[src/rtl/dsp48a1_mac_seq_pkg.sv]
// Shared types and DSP48A1 OPMODE constants for the MAC sequencer.
package dsp48a1_pkg;

   typedef enum logic [1:0] {
      ST_IDLE,
      ST_LOAD,
      ST_DRAIN,
      ST_DONE
   } state_t;

   localparam logic [7:0] OPMODE_P_EQ_M  = 8'h01;
   localparam logic [7:0] OPMODE_P_ACC_M = 8'h09;
   localparam logic [7:0] OPMODE_IDLE    = 8'h00;

   // OPMODE for the token currently sitting in front of the P register.
   function automatic logic [7:0] opmode_sel(input logic valid, input logic first);
      if (!valid)
         return OPMODE_IDLE;
      else if (first)
         return OPMODE_P_EQ_M;
      else
         return OPMODE_P_ACC_M;
   endfunction

endpackage

[src/rtl/dsp48a1_mac_seq_if.sv]
// Operand stream (valid/ready) between the operand source and the sequencer.
interface dsp48a1_mac_seq_if #(
   parameter int WIDTH = 18
) ();
   logic signed [WIDTH-1:0] a_in;
   logic signed [WIDTH-1:0] b_in;
   logic                    in_valid;
   logic                    in_ready;

   modport master (output a_in, output b_in, output in_valid, input in_ready);
   modport slave  (input a_in, input b_in, input in_valid, output in_ready);
endinterface

[src/rtl/dsp48a1_mac_seq_tok_pipe.sv]
// Two-stage {valid, first} token shift register tracking operands through M and P.
module mac_tok_pipe (
   input  logic clk,
   input  logic rst,
   input  logic tok_valid,
   input  logic tok_first,
   output logic ce_m,
   output logic ce_p,
   output logic first_p
);

   logic s0_valid, s0_first;
   logic s1_valid, s1_first;

   // Shift tokens one stage per cycle; bubbles travel as invalid tokens.
   always_ff @(posedge clk or posedge rst) begin
      if (rst) begin
         s0_valid <= 1'b0;
         s0_first <= 1'b0;
         s1_valid <= 1'b0;
         s1_first <= 1'b0;
      end else begin
         s0_valid <= tok_valid;
         s0_first <= tok_first;
         s1_valid <= s0_valid;
         s1_first <= s0_first;
      end
   end

   assign ce_m    = s0_valid;
   assign ce_p    = s1_valid;
   assign first_p = s1_first;

endmodule

[src/rtl/dsp48a1_mac_seq.sv]
// Sequencer driving a DSP48A1 slice (AREG/BREG, MREG, PREG on) as a signed MAC.
module dsp48a1_mac_seq
   import dsp48a1_pkg::*;
#(
   parameter int WIDTH = 18,
   parameter int LEN_W = 8,
   parameter int P_W   = 48
) (
   input  logic                   clk,
   input  logic                   rst,
   input  logic                   start,
   input  logic [LEN_W-1:0]       len,
   output logic                   busy,
   dsp48a1_mac_seq_if.slave       op,
   output logic [WIDTH-1:0]       dsp_a,
   output logic [WIDTH-1:0]       dsp_b,
   output logic                   ce_ab,
   output logic                   ce_m,
   output logic                   ce_p,
   output logic [7:0]             opmode,
   input  logic [P_W-1:0]         p_in,
   output logic [P_W-1:0]         result,
   output logic                   result_valid
);

   state_t           state, state_nx;
   logic [LEN_W-1:0] remaining;
   logic             first_q;
   logic             zero_pend;
   logic             hs;
   logic             capture;
   logic             first_p;

   assign dsp_a  = op.a_in;
   assign dsp_b  = op.b_in;
   assign hs     = op.in_valid & op.in_ready;
   assign ce_ab  = hs;
   assign opmode = opmode_sel(ce_p, first_p);

   mac_tok_pipe u_tok_pipe (
      .clk       (clk),
      .rst       (rst),
      .tok_valid (hs),
      .tok_first (first_q),
      .ce_m      (ce_m),
      .ce_p      (ce_p),
      .first_p   (first_p)
   );

   // Next-state, ready, busy and result pulse decode.
   // A zero-length command spends one DONE cycle clearing result (zero_pend)
   // so the pulse lands two cycles after start with result already 0.
   always_comb begin
      state_nx     = state;
      op.in_ready  = 1'b0;
      busy         = 1'b0;
      result_valid = 1'b0;
      capture      = 1'b0;
      unique case (state)
         ST_IDLE: begin
            if (start)
               state_nx = (len == '0) ? ST_DONE : ST_LOAD;
         end
         ST_LOAD: begin
            busy        = 1'b1;
            op.in_ready = (remaining != '0);
            if (hs && remaining == LEN_W'(1))
               state_nx = ST_DRAIN;
         end
         ST_DRAIN: begin
            busy = 1'b1;
            // Pipe empty means the last P write landed last cycle: p_in is final.
            if (!ce_m && !ce_p) begin
               capture  = 1'b1;
               state_nx = ST_DONE;
            end
         end
         ST_DONE: begin
            if (zero_pend) begin
               busy = 1'b1;
            end else begin
               result_valid = 1'b1;
               state_nx     = ST_IDLE;
            end
         end
         default: state_nx = ST_IDLE;
      endcase
   end

   // State, pair counter, first-token flag and result register.
   always_ff @(posedge clk or posedge rst) begin
      if (rst) begin
         state     <= ST_IDLE;
         remaining <= '0;
         first_q   <= 1'b0;
         zero_pend <= 1'b0;
         result    <= '0;
      end else begin
         state <= state_nx;
         if (state == ST_IDLE && start) begin
            remaining <= len;
            first_q   <= 1'b1;
            zero_pend <= (len == '0);
         end else if (hs) begin
            remaining <= remaining - LEN_W'(1);
            first_q   <= 1'b0;
         end
         if (capture)
            result <= p_in;
         if (state == ST_DONE && zero_pend) begin
            result    <= '0;
            zero_pend <= 1'b0;
         end
      end
   end

endmodule

[src/flat_wrapper.sv]
// flat-port wrapper written by rule: the top's interface ports become plain ports
module dsp48a1_mac_seq_flat import dsp48a1_pkg::*;
#(
   parameter int WIDTH = 18,
   parameter int LEN_W = 8,
   parameter int P_W   = 48
)
  (clk, rst, start, len, busy, dsp_a, dsp_b, ce_ab, ce_m, ce_p, opmode, p_in, result, result_valid, op_a_in, op_b_in, op_in_valid, op_in_ready);
  dsp48a1_mac_seq_if #(.WIDTH(WIDTH)) op_i ();
  input  logic clk;
  input  logic rst;
  input  logic start;
  input  logic [LEN_W-1:0] len;
  output logic busy;
  output logic [WIDTH-1:0] dsp_a;
  output logic [WIDTH-1:0] dsp_b;
  output logic ce_ab;
  output logic ce_m;
  output logic ce_p;
  output logic [7:0] opmode;
  input  logic [P_W-1:0] p_in;
  output logic [P_W-1:0] result;
  output logic result_valid;
  input wire logic [$bits(op_i.a_in)-1:0] op_a_in;
  input wire logic [$bits(op_i.b_in)-1:0] op_b_in;
  input wire logic [$bits(op_i.in_valid)-1:0] op_in_valid;
  output wire logic [$bits(op_i.in_ready)-1:0] op_in_ready;
  assign op_i.a_in = op_a_in;
  assign op_i.b_in = op_b_in;
  assign op_i.in_valid = op_in_valid;
  assign op_in_ready = op_i.in_ready;
  dsp48a1_mac_seq #(.WIDTH(WIDTH), .LEN_W(LEN_W), .P_W(P_W)) u_core (.clk(clk), .rst(rst), .start(start), .len(len), .busy(busy), .op(op_i), .dsp_a(dsp_a), .dsp_b(dsp_b), .ce_ab(ce_ab), .ce_m(ce_m), .ce_p(ce_p), .opmode(opmode), .p_in(p_in), .result(result), .result_valid(result_valid));
endmodule
[config.mk]
export PLATFORM = sky130hd
export DESIGN_NAME = dsp48a1_mac_seq_flat
export DESIGN_NICKNAME = d
export VERILOG_FILES = /design/src/rtl/dsp48a1_mac_seq_pkg.sv /design/src/rtl/dsp48a1_mac_seq_if.sv /design/src/rtl/dsp48a1_mac_seq_tok_pipe.sv /design/src/rtl/dsp48a1_mac_seq.sv /design/src/flat_wrapper.sv
export SDC_FILE = /design/constraint.sdc
export NUM_CORES = 1
export LEC_CHECK = 0
export CAP_MARGIN = 20
export CELL_PAD_IN_SITES_DETAIL_PLACEMENT = 1
export CELL_PAD_IN_SITES_GLOBAL_PLACEMENT = 2
export CORE_MARGIN = 10
export CORE_UTILIZATION = 20
export CTS_CLUSTER_DIAMETER = 200
export DETAILED_ROUTE_END_ITERATION = 10
export PLACE_DENSITY = 0.91
export SLEW_MARGIN = 20
export SYNTH_ARGS = -nofsm -noshare
export SYNTH_HDL_FRONTEND = slang
export SYNTH_SLANG_ARGS = --single-unit
[constraint.sdc]
create_clock -name clk -period 2.7 [get_ports clk]
set_input_delay 0.405 -clock clk [delete_from_list [all_inputs] [get_ports clk]]
set_output_delay 0.405 -clock clk [all_outputs]
set_load 0.02 [all_outputs]
# --- Word level (Yosys, flattened, before mapping) ---
# Cells that the tools add are included.
totals:
  reg_bits: 64
  wordCells: 56
  in_bits: 96
op_classes:
  n_eq_ne: 8
  n_mux: 23
  n_reduce_logical: 14
  bitwise: 1
  add_sub_neg: 1
ops:
  columns: ["op", "count"]
  rows:
  - ["$mux 48", 2]
  - ["$mux 8", 3]
  - ["$mux 1", 10]
  - ["$mux 2", 5]
  - ["$eq 8x1->1 const B", 1]
  - ["$logic_not 8->1", 1]
  - ["$pmux 2 s4", 1]
  - ["$reduce_bool 8->1", 1]
  - ["$sub 8x1->8 const B", 1]
  - ["$reduce_bool 2->1", 3]
  - ["$eq 2x2->1 const B", 2]
  - ["$logic_and 1x1->1", 4]
  - ["$mux 4", 1]
  - ["$ne 2x1->1 const B", 2]
  - ["$ne 2x2->1 const B", 2]
  - ["$reduce_and 4->1", 1]
  - ["$eq 2x1->1 const B", 1]
  - ["$logic_not 1->1", 2]
  - ["$logic_not 2->1", 1]
  - ["$pmux 1 s2", 1]
  - ["$reduce_or 2->1", 1]
  - ["$and 1x1->1", 1]

# --- Depth between registers and ports, before layout ---
depth:
  depth_word: 6
  ltp_mapped: 7
  mapped_depth_nobuf: 6

# --- Hierarchy ---
# Synthesis repeated with hierarchy kept, for this count alone.
hier_totals:
  hier_cells: 353
  hier_area_um2: 3154.3
by_module_without_submodules:
  columns: ["module", "instances", "cells_per_inst", "area_each_um2"]
  rows:
  - ["dsp48a1_mac_seq", 1, 348, 3050.4]
  - ["mac_tok_pipe", 1, 5, 103.8]

# --- Least setup slack after synthesis ---
# Ideal clock, no wire load.
synth_path:
  path_kind: "reg2reg"
  start: "register u_core.remaining[0]"
  end: "register u_core.remaining[1]"
  t_required_ns: 2.575
  path_slack_ns: 0.790
  stages_incl_launch_ff: 7
  arrival_ns: 1.785
  path_cell_list: "dfrtp_1 inv_1 ha_1 nor4b_4 a21oi_1 mux2i_1 mux2_2"
synth_between:
  elab_chain_cells: 4
synth_rtl:
  columns: ["element", "line", "rtl"]
  rows:
  - ["start: declaration", "dsp48a1_mac_seq.sv:27", "logic [LEN_W-1:0] remaining;"]
  - ["start signal: assignment", "dsp48a1_mac_seq.sv:101", "remaining <= len;"]
  - ["start signal: assignment", "dsp48a1_mac_seq.sv:105", "remaining <= remaining - LEN_W'(1);"]
  - ["$reduce_bool 8->1", "dsp48a1_mac_seq.sv:66", "op.in_ready = (remaining != '0);"]
  - ["$mux 1", "dsp48a1_mac_seq.sv:59", "unique case (state)"]
  - ["$and 1x1->1", "dsp48a1_mac_seq.sv:36", "assign hs = op.in_valid & op.in_ready;"]
  - ["net ce_ab", "flat_wrapper.sv:17", "output logic ce_ab;"]
  - ["$reduce_bool 2->1 (no line)", null, null]
# The timed path passes the listed nets, and every way through them passes these cells. The select of a mux whose other input is x is not followed.
# A chain may end at the register's enable or synchronous reset.

# --- Worst setup path after layout ---
layout_path:
  start: "register u_core.remaining[0]"
  end: "output port ce_ab"
layout_between:
  elab_chain_cells: 3
layout_rtl:
  columns: ["element", "line"]
  rows:
  - ["$reduce_bool 8->1", "dsp48a1_mac_seq.sv:66"]
  - ["$mux 1", "dsp48a1_mac_seq.sv:59"]
  - ["$and 1x1->1", "dsp48a1_mac_seq.sv:36"]
  - ["end: declaration", "flat_wrapper.sv:17"]
# Every way passes these cells.

==> results.py <==
metrics = {
    "run_status": {
        "status": "complete, no violations",
    },
    "clock_tree": {
        "numCtsBuffers": 9,
        "clkLatencyLatePin_ns": 0.34,
        "clk_path_buf_depth": 2,
        "path_clk_slew_ns": 0.05,
        "cts-hold-fix-buffers": 0,
        "cts_sinks": 64,
        "cts-htree-levels": 3,
        "cts_tree": "done",
        "cts_resized": 0,
        "root_buffer": "clkbuf_16",
    },
    "sta": {
        "worst_pin_slew_ns": 0.569,
        "clock.fmax_mhz": 398,
        "max_slew_margin": 0.620,
        "period_needed_ns": 2.51,
        "hold_violations": 0,
        "setup_viol": 0,
        "fin_setup_tns_ns": 0,
        "slew_violations": 0,
        "skew_ns": 0.00506,
        "rsz0062_at_grt": "false",
        "period_share": 0.930,
    },
    "route": {
        "wl_met2_um": 4690,
        "dr.pass1.iters": 4,
        "drc": 0,
        "met1_length_um": 4600,
        "dr.max_layer_used": "met5",
        "wl_met3_um": 809,
        "post_drt_wl_per_cell_um": 16.1,
        "vias": 2617,
        "via_per_inst": 4.08,
        "wl_um": 10400,
        "drt_iter0_markers": 62,
        "ant_nets": 0,
    },
    "global_routing": {
        "grt_pass1_wl_um": 16600,
        "antenna_found_initial": 1,
        "grt_util_all_layers": 0.0988,
        "grt_pass1_vias": 2875,
        "grt_max_degree": 65,
        "overflow": 0,
    },
    "synthesis": {
        "synth_edf_count": 0,
        "async_flop_share": 1.00,
        "yosys.area_share.simple": 0.187,
        "synth_ff_type": "dfrtp_1",
        "synthTopCellsByCount": "nand2_1 (102), dfrtp_1 (64), a21oi_1 (57), buf_4 (43), clkbuf_1 (14)",
        "ys_ff_latch": 64,
        "synth_cell_types": 34,
        "synth_top_family_by_area": "simple AND/OR/NAND/NOR gates",
        "synth_xor_area_frac": 0.0112,
        "syn_area_um2": 3140,
        "synthAdderAreaFrac": 0.0319,
        "synth.most_common_cell": "nand2_1",
        "yosysSeqAreaShare": 0.510,
        "synthMuxAreaShare": 0.0195,
        "yosysWarnings": 0,
        "synth_area_leaders": "dfrtp_1 (51%), nand2_1 (12%), buf_4 (10%), a21oi_1 (9.1%), ha_1 (3.2%)",
        "yosysTopAreaCell": "dfrtp_1",
        "synth_compound_area_frac": 0.108,
        "synthCells": 349,
        "avgSynthCellArea_um2": 9.00,
        "yosys.area.top_type_share": 0.510,
    },
    "place": {
        "place_hpwl_um": 7670,
        "numPortBuffers": 115,
        "dpl-instance-area_um2": 4270,
        "place_congestion": 0.779,
    },
    "worst_setup_path": {
        "critPathSlowestCell": "clkdlybuf4s50_1",
        "cp.arrival_ns": 2.11,
        "required_ns": 2.30,
        "cp-start-kind": "flop",
        "cp_cell_sequence": "inv_1 -> ha_1 -> nor4b_4 -> a21oi_1 -> clkdlybuf4s50_1",
        "worst-path-buf-inv": 2,
        "path_delay_family": "buffers and inverters",
        "crit_fanout": 5,
        "worstSetupEndpointType": "primary output",
        "crit_path_max_incr_delay_ns": 0.57,
        "crit_start": "u_core.remaining[0]",
        "timing.rr.start": "u_core.remaining[0]",
        "rrSetupSlack_ns": 0.81,
        "path_class": "flop to primary output",
    },
    "flow_run": {
        "maxCapViolCount": 0,
    },
    "finish": {
        "largest-register": "u_core.result",
        "drive_above_1_share": 0.0719,
        "nets": 531,
        "final_util": 0.301,
        "largest_reg_flops": 48,
        "syn_to_final_growth_pct": 46.6,
        "fin_area_um2": 4600,
        "top_regs": "u_core.result x48, u_core.remaining x8, u_core.state x2",
        "antennaDiodeCount": 0,
    },
    "die": {
        "placementRows": 45,
        "die_w_um": 145,
        "dieArea_um2": 21100,
        "start_util": 0.205,
        "die_h_um": 145,
        "coreArea_um2": 15300,
        "ios": 194,
    },
    "power": {
        "ir_worst_vdd_uv": 512,
        "powerDensity_nw_per_um2": 1230,
        "leakagePower_nw": 1.93,
    },
    "min_path": {
        "hp-class": "flop to flop",
        "min_from": "u_core.u_tok_pipe.s0_first",
    },
}
## metrics by stage
| stage | power [mW] | instances | hold slack, ns | worst slack, ns |
|---|---|---|---|---|
| final | 5.65 | 642 | 0.347 | 0.189 |
| after global routing | 6.07 | 642 | 0.359 | 0.0138 |
| after CTS | 5.77 | 640 | 0.347 | 0.114 |
| after detailed placement | 4.46 | 625 | 0.340 | 0.450 |
| after global placement | 4.35 | 625 | 0.338 | 0.453 |
| after floorplan | 3.22 | 354 | 0.331 | 0.697 |
## worst register-to-register path: stages (launching register included)
cell and delay (ns):
dfrtp_1 0.43, inv_1 0.10, ha_1 0.20, nor4b_4 0.32, a21oi_1 0.15, buf_4 0.19
mux2i_1 0.12, mux2_2 0.26
## per-layer routing
layer	GRT usage	vias to the layer above
li1	-	1240
met1	0.115	1248
met2	0.153	97
met3	0.0459	30
met4	0.0435	2
met5	0	-
## path summary, 6_finish.rpt
| check | cells past startpoint | to |
|---|---|---|
| min in group asynchronous | 3 | u_core.result[45] |
| hold reg to reg | 0 | u_core.u_tok_pipe.first_p |
| hold / removal | 0 | u_core.u_tok_pipe.first_p |
| setup reg to reg | 7 | u_core.remaining[1] |
| setup / recovery | 5 | ce_ab |
| max in group asynchronous | 3 | u_core.result[11] |
## area by class of cell
type | count | area, µm²
fill | 1793 | 10700
sequential | 64 | 1600
timing repair buffer | 122 | 1240
multi-input combinational | 223 | 1150
tap | 211 | 264
clock buffer | 12 | 256
clock inverter | 3 | 65.1
inverter | 7 | 26.3
## logic make-up after synthesis
logic type	after synthesis
flip-flops	64
AO/OA/AOI/OAI	64
other	1
AND/OR/NAND/NOR	135
adder cells (fa/ha/maj)	8
multiplexers	6
buffers and inverters	67
XOR/XNOR	4
## power breakdown
part / switching [mW] / internal [mW]
clock: 0.421 / 0.851
sequential: 0.290 / 1.43
combinational: 1.42 / 1.24
total: 2.13 / 3.52
## timing repair
item	CTS	global route
setup endpoints to repair	0	1
hold endpoints to repair	0	0
setup buffers	0	2
## placed cells by master (no fill, tap or decap), types with 3 or more instances in the layout
cell type,n
nand2_1,101
ha_1,8
inv_1,6
nand3_1,3
clkdlybuf4s50_1,115
nor2_1,13
a21oi_1,57
xnor2_1,3
mux2i_1,5
buf_4,4
buf_12,3
clkbuf_16,9
conb_1,6
dfrtp_1,64
Power figures use the tool's default switching activity.
